[config.mk]
export PLATFORM = sky130hd
export DESIGN_NAME = input_capture_port
export DESIGN_NICKNAME = d
export VERILOG_FILES = /design/src/rtl/input_capture_port.sv
export SDC_FILE = /design/constraint.sdc
export NUM_CORES = 1
export LEC_CHECK = 0
export CAP_MARGIN = 30
export CELL_PAD_IN_SITES_DETAIL_PLACEMENT = 1
export CELL_PAD_IN_SITES_GLOBAL_PLACEMENT = 2
export CORE_ASPECT_RATIO = 0.8
export CORE_UTILIZATION = 40
export CTS_CLUSTER_SIZE = 12
export DETAILED_ROUTE_END_ITERATION = 12
export PLACE_DENSITY = 0.81
export SLEW_MARGIN = 20
export SYNTH_ARGS = -nofsm -noshare
export SYNTH_HDL_FRONTEND = slang
export SYNTH_SLANG_ARGS = --single-unit
[constraint.sdc]
create_clock -name clk -period 4.9 [get_ports clk]
set_input_delay 0.735 -clock clk [delete_from_list [all_inputs] [get_ports clk]]
set_output_delay 0.735 -clock clk [all_outputs]
set_load 0.05 [all_outputs]
[src/rtl/input_capture_port.sv]
// rtl/input_capture_port.sv - debounced board-input capture port with edge latching, irq and a 4-word register window
module input_capture_port #(
    parameter int WIDTH           = 16,
    parameter int DEBOUNCE_CYCLES = 50000,
    parameter int EDGE_MODE       = 0,
    parameter int INIT_LEVEL      = 0
) (
    input  logic             clk,
    input  logic             reset,
    input  logic [1:0]       avs_address,
    input  logic             avs_read,
    input  logic             avs_write,
    input  logic [31:0]      avs_writedata,
    output logic [31:0]      avs_readdata,
    input  logic [WIDTH-1:0] pins_in,
    output logic             irq
);

    localparam int               CW       = $clog2(DEBOUNCE_CYCLES + 1);
    localparam logic [CW-1:0]    CNT_LAST = CW'(DEBOUNCE_CYCLES - 1);
    localparam logic [WIDTH-1:0] DEB_INIT = {WIDTH{INIT_LEVEL[0]}};

    logic [WIDTH-1:0] sync1_q, sync2_q;
    logic [WIDTH-1:0] deb_q, deb_d;
    logic [CW-1:0]    cnt_q [WIDTH];
    logic [CW-1:0]    cnt_d [WIDTH];
    logic [WIDTH-1:0] mask_q, mask_d;
    logic [WIDTH-1:0] ecap_q, ecap_d;
    logic [31:0]      rdata_q, rdata_d;
    logic [WIDTH-1:0] edges;
    logic [WIDTH-1:0] clr;
    logic [31:0]      rd_word;
    logic             wdata_unused;

    assign wdata_unused = ^avs_writedata;

    // Counter runs only while the synchronized pin disagrees with the accepted level.
    always_comb begin
        deb_d = deb_q;
        for (int i = 0; i < WIDTH; i++) begin
            cnt_d[i] = '0;
            if (sync2_q[i] != deb_q[i]) begin
                if (cnt_q[i] == CNT_LAST) begin
                    deb_d[i] = sync2_q[i];
                end else begin
                    cnt_d[i] = cnt_q[i] + CW'(1);
                end
            end
        end
    end

    always_comb begin
        if (EDGE_MODE == 0) begin
            edges = deb_d & ~deb_q;
        end else if (EDGE_MODE == 1) begin
            edges = ~deb_d & deb_q;
        end else begin
            edges = deb_d ^ deb_q;
        end
    end

    // A new edge outranks a simultaneous write-1-to-clear.
    always_comb begin
        clr    = (avs_write && avs_address == 2'd2) ? avs_writedata[WIDTH-1:0] : '0;
        ecap_d = (ecap_q & ~clr) | edges;
        mask_d = (avs_write && avs_address == 2'd1) ? avs_writedata[WIDTH-1:0] : mask_q;
    end

    always_comb begin
        rd_word = '0;
        case (avs_address)
            2'd0:    rd_word[WIDTH-1:0] = deb_q;
            2'd1:    rd_word[WIDTH-1:0] = mask_q;
            2'd2:    rd_word[WIDTH-1:0] = ecap_q;
            default: rd_word[WIDTH-1:0] = sync2_q;
        endcase
        rdata_d = avs_read ? rd_word : rdata_q;
    end

    always_ff @(posedge clk) begin
        if (reset) begin
            sync1_q <= '0;
            sync2_q <= '0;
            deb_q   <= DEB_INIT;
            mask_q  <= '0;
            ecap_q  <= '0;
            rdata_q <= '0;
            for (int i = 0; i < WIDTH; i++) begin
                cnt_q[i] <= '0;
            end
        end else begin
            sync1_q <= pins_in;
            sync2_q <= sync1_q;
            deb_q   <= deb_d;
            mask_q  <= mask_d;
            ecap_q  <= ecap_d;
            rdata_q <= rdata_d;
            for (int i = 0; i < WIDTH; i++) begin
                cnt_q[i] <= cnt_d[i];
            end
        end
    end

    assign avs_readdata = rdata_q;
    assign irq          = |(ecap_q & mask_q);

endmodule
; After elaboration in Yosys (flattened, before gate mapping)
; Memory sizes are Yosys's and may differ from the RTL's.
; Index checks and enable logic that the tools add are counted.
[op_classes]
add_sub_neg = 16
n_eq_ne = 34
muxes = 85
bitwise_logic = 22
n_reduce_logical = 4
[ops]
columns = op, n
row1 = $mux W16, 49
row2 = $add A16 B1 Y16 const B, 16
row3 = $eq A16 B16 Y1 const B, 16
row4 = $and A16 B16 Y16, 3
row5 = $pmux W16 S3, 1
row6 = $mux W1, 35
row7 = $not A16 Y16, 2
row8 = $ne A1 B1 Y1, 16
row9 = $or A1 B1 Y1, 16
row10 = $or A16 B16 Y16, 1
row11 = $reduce_or A16 Y1, 1
row12 = $eq A2 B1 Y1 const B, 1
row13 = $eq A2 B2 Y1 const B, 1
row14 = $logic_and A1 B1 Y1, 2
row15 = $logic_not A2 Y1, 1
[word_totals]
reg_bits = 96
ram_bits = 256
input_bits = 54
memories = 1
[memory_table]
columns = name, depth, word_bits, read_ports, rd_clocked_by_memory_dff, wr, line_no
row1 = cnt_q, 16, 16, 16, 0, 16, 25  ; logic [CW-1:0] cnt_q [WIDTH];

; Depth between registers and ports, before layout
; Gate-level depths: netlist of run 1.
[depth]
depth_word = 6
mapped_depth = 7
mapped_depth_nobuf = 5

; Least setup slack after synthesis of run 1
; No wires, ideal clock.
[synth_timing]
kind = input to register
from = input port avs_address[1]
to = register rdata_q[10], in the netlist avs_readdata[10]
setup_ns = 0.128
t_arrival_ns = 1.978
required_ns = 4.772
setup_slack_ns = 2.794
path_stages = 5
path_cell_list = buf_2 > buf_2 > mux4_2 > mux2i_1 > nor2_1
[synth_between]
elab_chain_cells = 2
elab_cells_between_ends = 4
classes_between = 2 x eq/ne / 1 x mux / 1 x reduce/logical
[synth_lines]
columns = element, line_no
row1 = from (decl), 10  ; input logic [1:0] avs_address,
row2 = $eq A2 B2 Y1 (tied with other cells), 71  ; case (avs_address)
row3 = $pmux W16 S3 (*), 71
row4 = to (signal assigned), 97  ; rdata_q <= rdata_d;
row5 = to (decl), 29  ; logic [31:0] rdata_q, rdata_d;
; Mark *: on every way between the ends. The rest lies on a longest branch, timed or not.
; A chain may end at the register's enable or synchronous reset.

; Final worst setup path of run 1
[layout_timing]
from = register ecap_q[12]
to = output port irq
[layout_between]
elab_chain_cells = 2
[layout_lines]
columns = element, line_no
row1 = from (decl), 28  ; logic [WIDTH-1:0] ecap_q, ecap_d;
row2 = from (signal assigned), 96  ; ecap_q <= ecap_d;
row3 = $and A16 B16 Y16, 105  ; assign irq = |(ecap_q & mask_q);
row4 = $reduce_or A16 Y1, 105
row5 = to (decl), 16  ; output logic irq
; No other way between the ends.

==> results.cfg, run 1 <==
[synthesis]
synth_top_family_by_area = simple AND/OR/NAND/NOR gates
synthTopCellsByCount = 352 x dfxtp_1, 329 x nor2_1, 197 x xnor2_1, 111 x nand2_1, 83 x nand3_1
synth-simple-area-share = 0.2827
synth_edf_count = 0
synth_fa_ha_area_frac = 0.01312
ys.flop_type = dfxtp_1
synth_seq_cells = 352
yosysTopAreaCell = dfxtp_1
synth_top_area_frac = 0.4620
synth-xor-area-share = 0.1338
yosysWarnings = 0
ys_seq_area_frac = 0.4620
ys_top_cells_by_area = dfxtp_1 46%, xnor2_1 11%, nor2_1 8.1%, nand2_1 2.7%, nand3_1 2.7%
synthMuxAreaShare = 0.04405
syn_inst = 1682
synth_area_um2 = 15250
yosys.cell_count.top_type = dfxtp_1
syn_avg_cell_area_um2 = 9.069
synth_compound_area_frac = 0.02420
netlist-cell-type-count = 53
ys_async_sr_fraction = 0

[cts]
cts_tree = built
post_cts_resized = 0
cts_made_buffers = 40
clkLatencyLatePin_ns = 0.54
htreeDepth = 2
cts_root_buffer = clkbuf_16
cts_setup_buffers = 0
clock_path_buffers = 3
hold_buffers = 0
clock-sinks = 352
clkSlewWorstSetupHoldPaths_ns = 0.06

[outcome]
violations = DRC
outcome = complete, but fails checks

[floorplan]
io-pin-count = 87
core_area_um2 = 37280
die_y_um = 176.7
die-area_um2 = 38920
start_util = 0.4091
die_x_um = 220.3
rows = 63

[global_routing]
grt.overflow.total = 0
grt_pass1_wl_um = 59390
track_usage = 0.1859
grt_pass1_vias = 11750
antenna_found_initial = 2
grt_max_degree = 48

[timing]
timing.fmax_mhz = 301.6
hold_viol_final = 0
min_period_ns = 3.316
rsz0062_at_grt = false
setup_viol = 0
finalMaxSlewViolations = 0
holdWs_ns = 0.4345
finClkSkew_ns = 0.01004
maxSlewHeadroom = 0.4341
fin_tns_setup_ns = 0
fin_crit_sh = 0.6767
tightest_slew_ns = 0.8489

[worst_setup_path]
critPathKind = flip-flop to primary output
critPathArrivalTime_ns = 2.58
end_kind = primary output
required_ns = 4.16
path_max_fanout = 3
reg2reg_slack_ns = 2.60
start_kind = flip-flop
r2r_start = cnt_q[1][80]
setup.worst_path.start = ecap_q[12]

[routing]
wl_per_cell_um = 15.63
routed_via_density = 5.140
ant_nets = 0
dr.pass1.iters = 8
via_count = 11540
drtIter0Drc = 481
wirelength_um = 35110
drc_errors = 1

[min_path]
hp-start = sync1_q[4]
hold_path_class = flip-flop to flip-flop

[power_and_ir_drop]
p_int_mw = 4.653
comb_power_share = 0.029
pwr-share-seq = 0.487
p_switching_mw = 1.308
power_density_nw_per_um2 = 342.8
ir_worst_vdd_uv = 182.0
leakagePower_nw = 5.241
p_total_mw = 5.961
p_clk_frac = 0.484
swShare = 0.2194

[placement]
place.port_buffers = 54
place_inst = 2177
gp_congestion = 0.7861
dp_hpwl_um = 24100

[layout]
final_nets = 1802
final_cells = 2246
final_util = 0.4664
diodes = 0
layout-drive-gt1-share = 0.06538
area_delta_synth_final_pct = 14.00

[job]
max-cap-violations = 0
path summary, 6_finish.rpt:
path / depth (start not counted) / end
hold / removal: 1 / sync2_q[4]
setup / recovery: 4 / irq
setup reg to reg: 5 / cnt_q[1][83]
hold reg to reg: 1 / sync2_q[4]
area by class of cell:
type,instances,area [um2]
Inverter,60,225.2
Timing Repair Buffer,59,583.1
Clock inverter,12,63.81
Sequential cell,352,7047
Clock buffer,57,1206
Fill cell,4287,19900
Tap cell,487,609.3
Multi-Input combinational cell,1219,7655
cell usage in the layout (no fill, tap or decap), drive strengths merged, types with 57 or more instances in the layout:
| cell type | Yosys | routed |
|---|---|---|
| nor4 | 66 | 66 |
| xnor2 | 197 | 197 |
| nand2 | 111 | 111 |
| nor2 | 329 | 329 |
| nand3 | 84 | 84 |
| dfxtp | 352 | 352 |
| nor3 | 59 | 59 |
| inv | 60 | 61 |
| nand4 | 63 | 63 |
| clkbuf | 28 | 57 |
kinds of logic (layout without fill, tap and decap cells):
logic type / after synthesis / after routing
simple gates: 850 / 850
flops: 352 / 352
xor+xnor: 233 / 233
buf+inv: 126 / 188
compound gates: 57 / 57
mux: 47 / 47
fa+ha+maj: 16 / 16
other cells: 1 / 16
registers in the layout (all words and copies together) (netlist names):
register	cells
avs_readdata	16
cnt_q	256
deb_q	16
ecap_q	16
mask_q	16
sync1_q	16
sync2_q	16
through the flow:
stage / cell area (um2) / worst slack, ns
detailed placement: 16120 / 2.008
CTS: 17390 / 1.540
global placement: 16120 / 2.004
global route: 17390 / 1.447
floorplan: 15310 / 2.794
finish: 17390 / 1.584
power groups by stage:
stage,combinational (mW),clock (mW),sequential (mW)
2_1_floorplan,0.120,0,2.97
5_1_grt,0.187,3.10,2.90
3_3_place_gp,0.173,0,2.96
6_report,0.172,2.89,2.90
3_5_place_dp,0.174,0,2.96
4_1_cts,0.175,2.99,2.90
worst max-delay path: stages, from the launching register on:
cell,delay (ns)
dfxtp_1,0.34
a22o_1,0.23
a221oi_1,0.43
nand4_1,0.28
clkdlybuf4s50_1,0.77
layer usage:
metal	global-route usage	vias to the layer above	part of all wire
li1	-	5816	-
met1	0.2533	5533	0.49
met2	0.2960	126	0.44
met3	0.03763	65	0.041
met4	0.05374	4	0.022
met5	0	-	0.00077
Note: power is estimated with default switching activity, not from simulation.
==> run 2: changes to the inputs <==
CORE_UTILIZATION = 38   (was 40)
PLACE_DENSITY = 0.77   (was 0.81)
clock period = 3.3 ns   (was 4.9 ns; I/O delays follow)
==> run 2 against run 1 <==
Effect of this change: the flow now finishes without violations; power increased by 57%; clock-buffer cell count unchanged; flip-flop and latch count unchanged; die area is 5.2% higher; setup slack worse by 1.3 ns; non-clock buffer count rose by 11; combinational power increased by 53%; critical path type unchanged.
==> results.cfg, run 2 (synthesis results as in run 1) <==
[cts]
clock_path_buffers = 3
cts_made_buffers = 40
cts_root_buffer = clkbuf_16
clock-sinks = 352
clkLatencyLatePin_ns = 0.55
htreeDepth = 2
cts_setup_buffers = 0
cts_tree = built
hold_buffers = 0
post_cts_resized = 0
clkSlewWorstSetupHoldPaths_ns = 0.06

[worst_setup_path]
end_kind = primary output
slowest_delay_ns = 0.76
cp_num_buf_inv = 1
r2r-end = cnt_q[1][88]
r2r.worst_path.cells = 5
reg2reg_slack_ns = 1.00
r2r_start = cnt_q[1][80]
worstPathCellList = a22o_1 > a221oi_1 > nand4_1 > clkdlybuf4s50_1
critPathSlowestCell = clkdlybuf4s50_1
critPathKind = flip-flop to primary output
cp_top_family = buffers and inverters
critPathArrivalTime_ns = 2.52
path_max_fanout = 3
start_kind = flip-flop
required_ns = 2.80

[timing]
tightest_slew_ns = 0.7065
timing.fmax_mhz = 331.5
hold_viol_final = 0
finClkSkew_ns = 0.02636
holdWs_ns = 0.4307
setup_viol = 0
maxSlewHeadroom = 0.5290
min_period_ns = 3.016
finalMaxSlewViolations = 0
fin_tns_setup_ns = 0
rsz0062_at_grt = false
fin_crit_sh = 0.9141

[floorplan]
die_x_um = 226
core_area_um2 = 39530
rows = 65
die-area_um2 = 40950
io-pin-count = 87
start_util = 0.3859
die_y_um = 181.2

[layout]
final_nets = 1813
final_common_cell = dfxtp_1
largest_register_ffs = 256
fillers = 4585
final_cell_mix = 352 x dfxtp_1, 329 x nor2_1, 197 x xnor2_1, 111 x nand2_1, 83 x nand3_1
area_delta_synth_final_pct = 15.83
design_area_um2 = 17670
final_util = 0.4470
seq_area_um2 = 7047
layout-drive-gt1-share = 0.07058
top_register = cnt_q
multi_input_area_um2 = 7655

[min_path]
hold_path_class = flip-flop to flip-flop
min_to = sync2_q[4]
holdPathStages = 1
hp-start = sync1_q[4]

[routing]
drc_errors = 0
ant_nets = 0
dr.pass1.iters = 6
via_count = 11600
wirelength_um = 35450
drtIter0Drc = 450
routed_via_density = 5.026
wl_per_cell_um = 15.35

[global_routing]
grt.overflow.total = 0
antenna_found_initial = 3
grt_pass1_vias = 11620
grt_pass1_wl_um = 59840
track_usage = 0.1774
grt_max_degree = 60

[placement]
dp_hpwl_um = 24580
gp_congestion = 0.7960
placed_area_um2 = 16250
place.port_buffers = 54

[power_and_ir_drop]
power_density_nw_per_um2 = 528.6
p_total_mw = 9.339
leakagePower_nw = 5.345
ir_worst_vdd_uv = 366.3

[job]
max-cap-violations = 0

[outcome]
outcome = finished clean
run 2: stage by stage:
step | cells | setup slack, ns
floorplan | 1697 | 1.403
global placement | 2237 | 0.7978
detailed placement | 2237 | 0.7966
CTS | 2307 | 0.2086
global route | 2307 | 0.1829
finish | 2309 | 0.2836
run 2: how the worst max path moves through the flow:
| stage | startpoint | to | depth (start not counted) |
|---|---|---|---|
| 2_1_floorplan | cnt_q[0][101] | cnt_q[0][103] | 5 |
| 3_3_place_gp | ecap_q[12] | irq | 4 |
| 3_5_place_dp | ecap_q[6] | irq | 4 |
| 4_1_cts | ecap_q[12] | irq | 4 |
| 5_1_grt | ecap_q[6] | irq | 4 |
| 6_report | ecap_q[6] | irq | 4 |
run 2: metal layers:
metal,global-route usage,vias to the layer above,wire length [um]
met3,0.03529,50,1195
met4,0.04354,2,587
met5,0,-,11
met2,0.2826,103,15740
li1,-,5847,-
met1,0.2445,5602,17910
run 2: layout make-up:
cell class,count,share of cell area
inverters,60,0.01275
repair buffers,70,0.03697
diodes,2,0.0002833
clock inverters,13,0.01282
clock buffers,57,0.06713
multi-input cells,1219,0.4333
well taps,536,0.03796
flip-flops and latches,352,0.3988
run 2: report_power, final:
part / total (mW) / internal [mW] / switching (mW)
Clock: 4.77 / 2.97 / 1.80
Sequential: 4.31 / 4.28 / 0.0258
Combinational: 0.263 / 0.100 / 0.162
Total: 9.34 / 7.35 / 1.99
run 2: worst register-to-register path, stage by stage, from the launching register on:
cell	delay (ns)
dfxtp_1	0.37
ha_1	0.21
nand3_1	0.28
nor4_1	0.60
or3_1	0.56
nor2_1	0.13
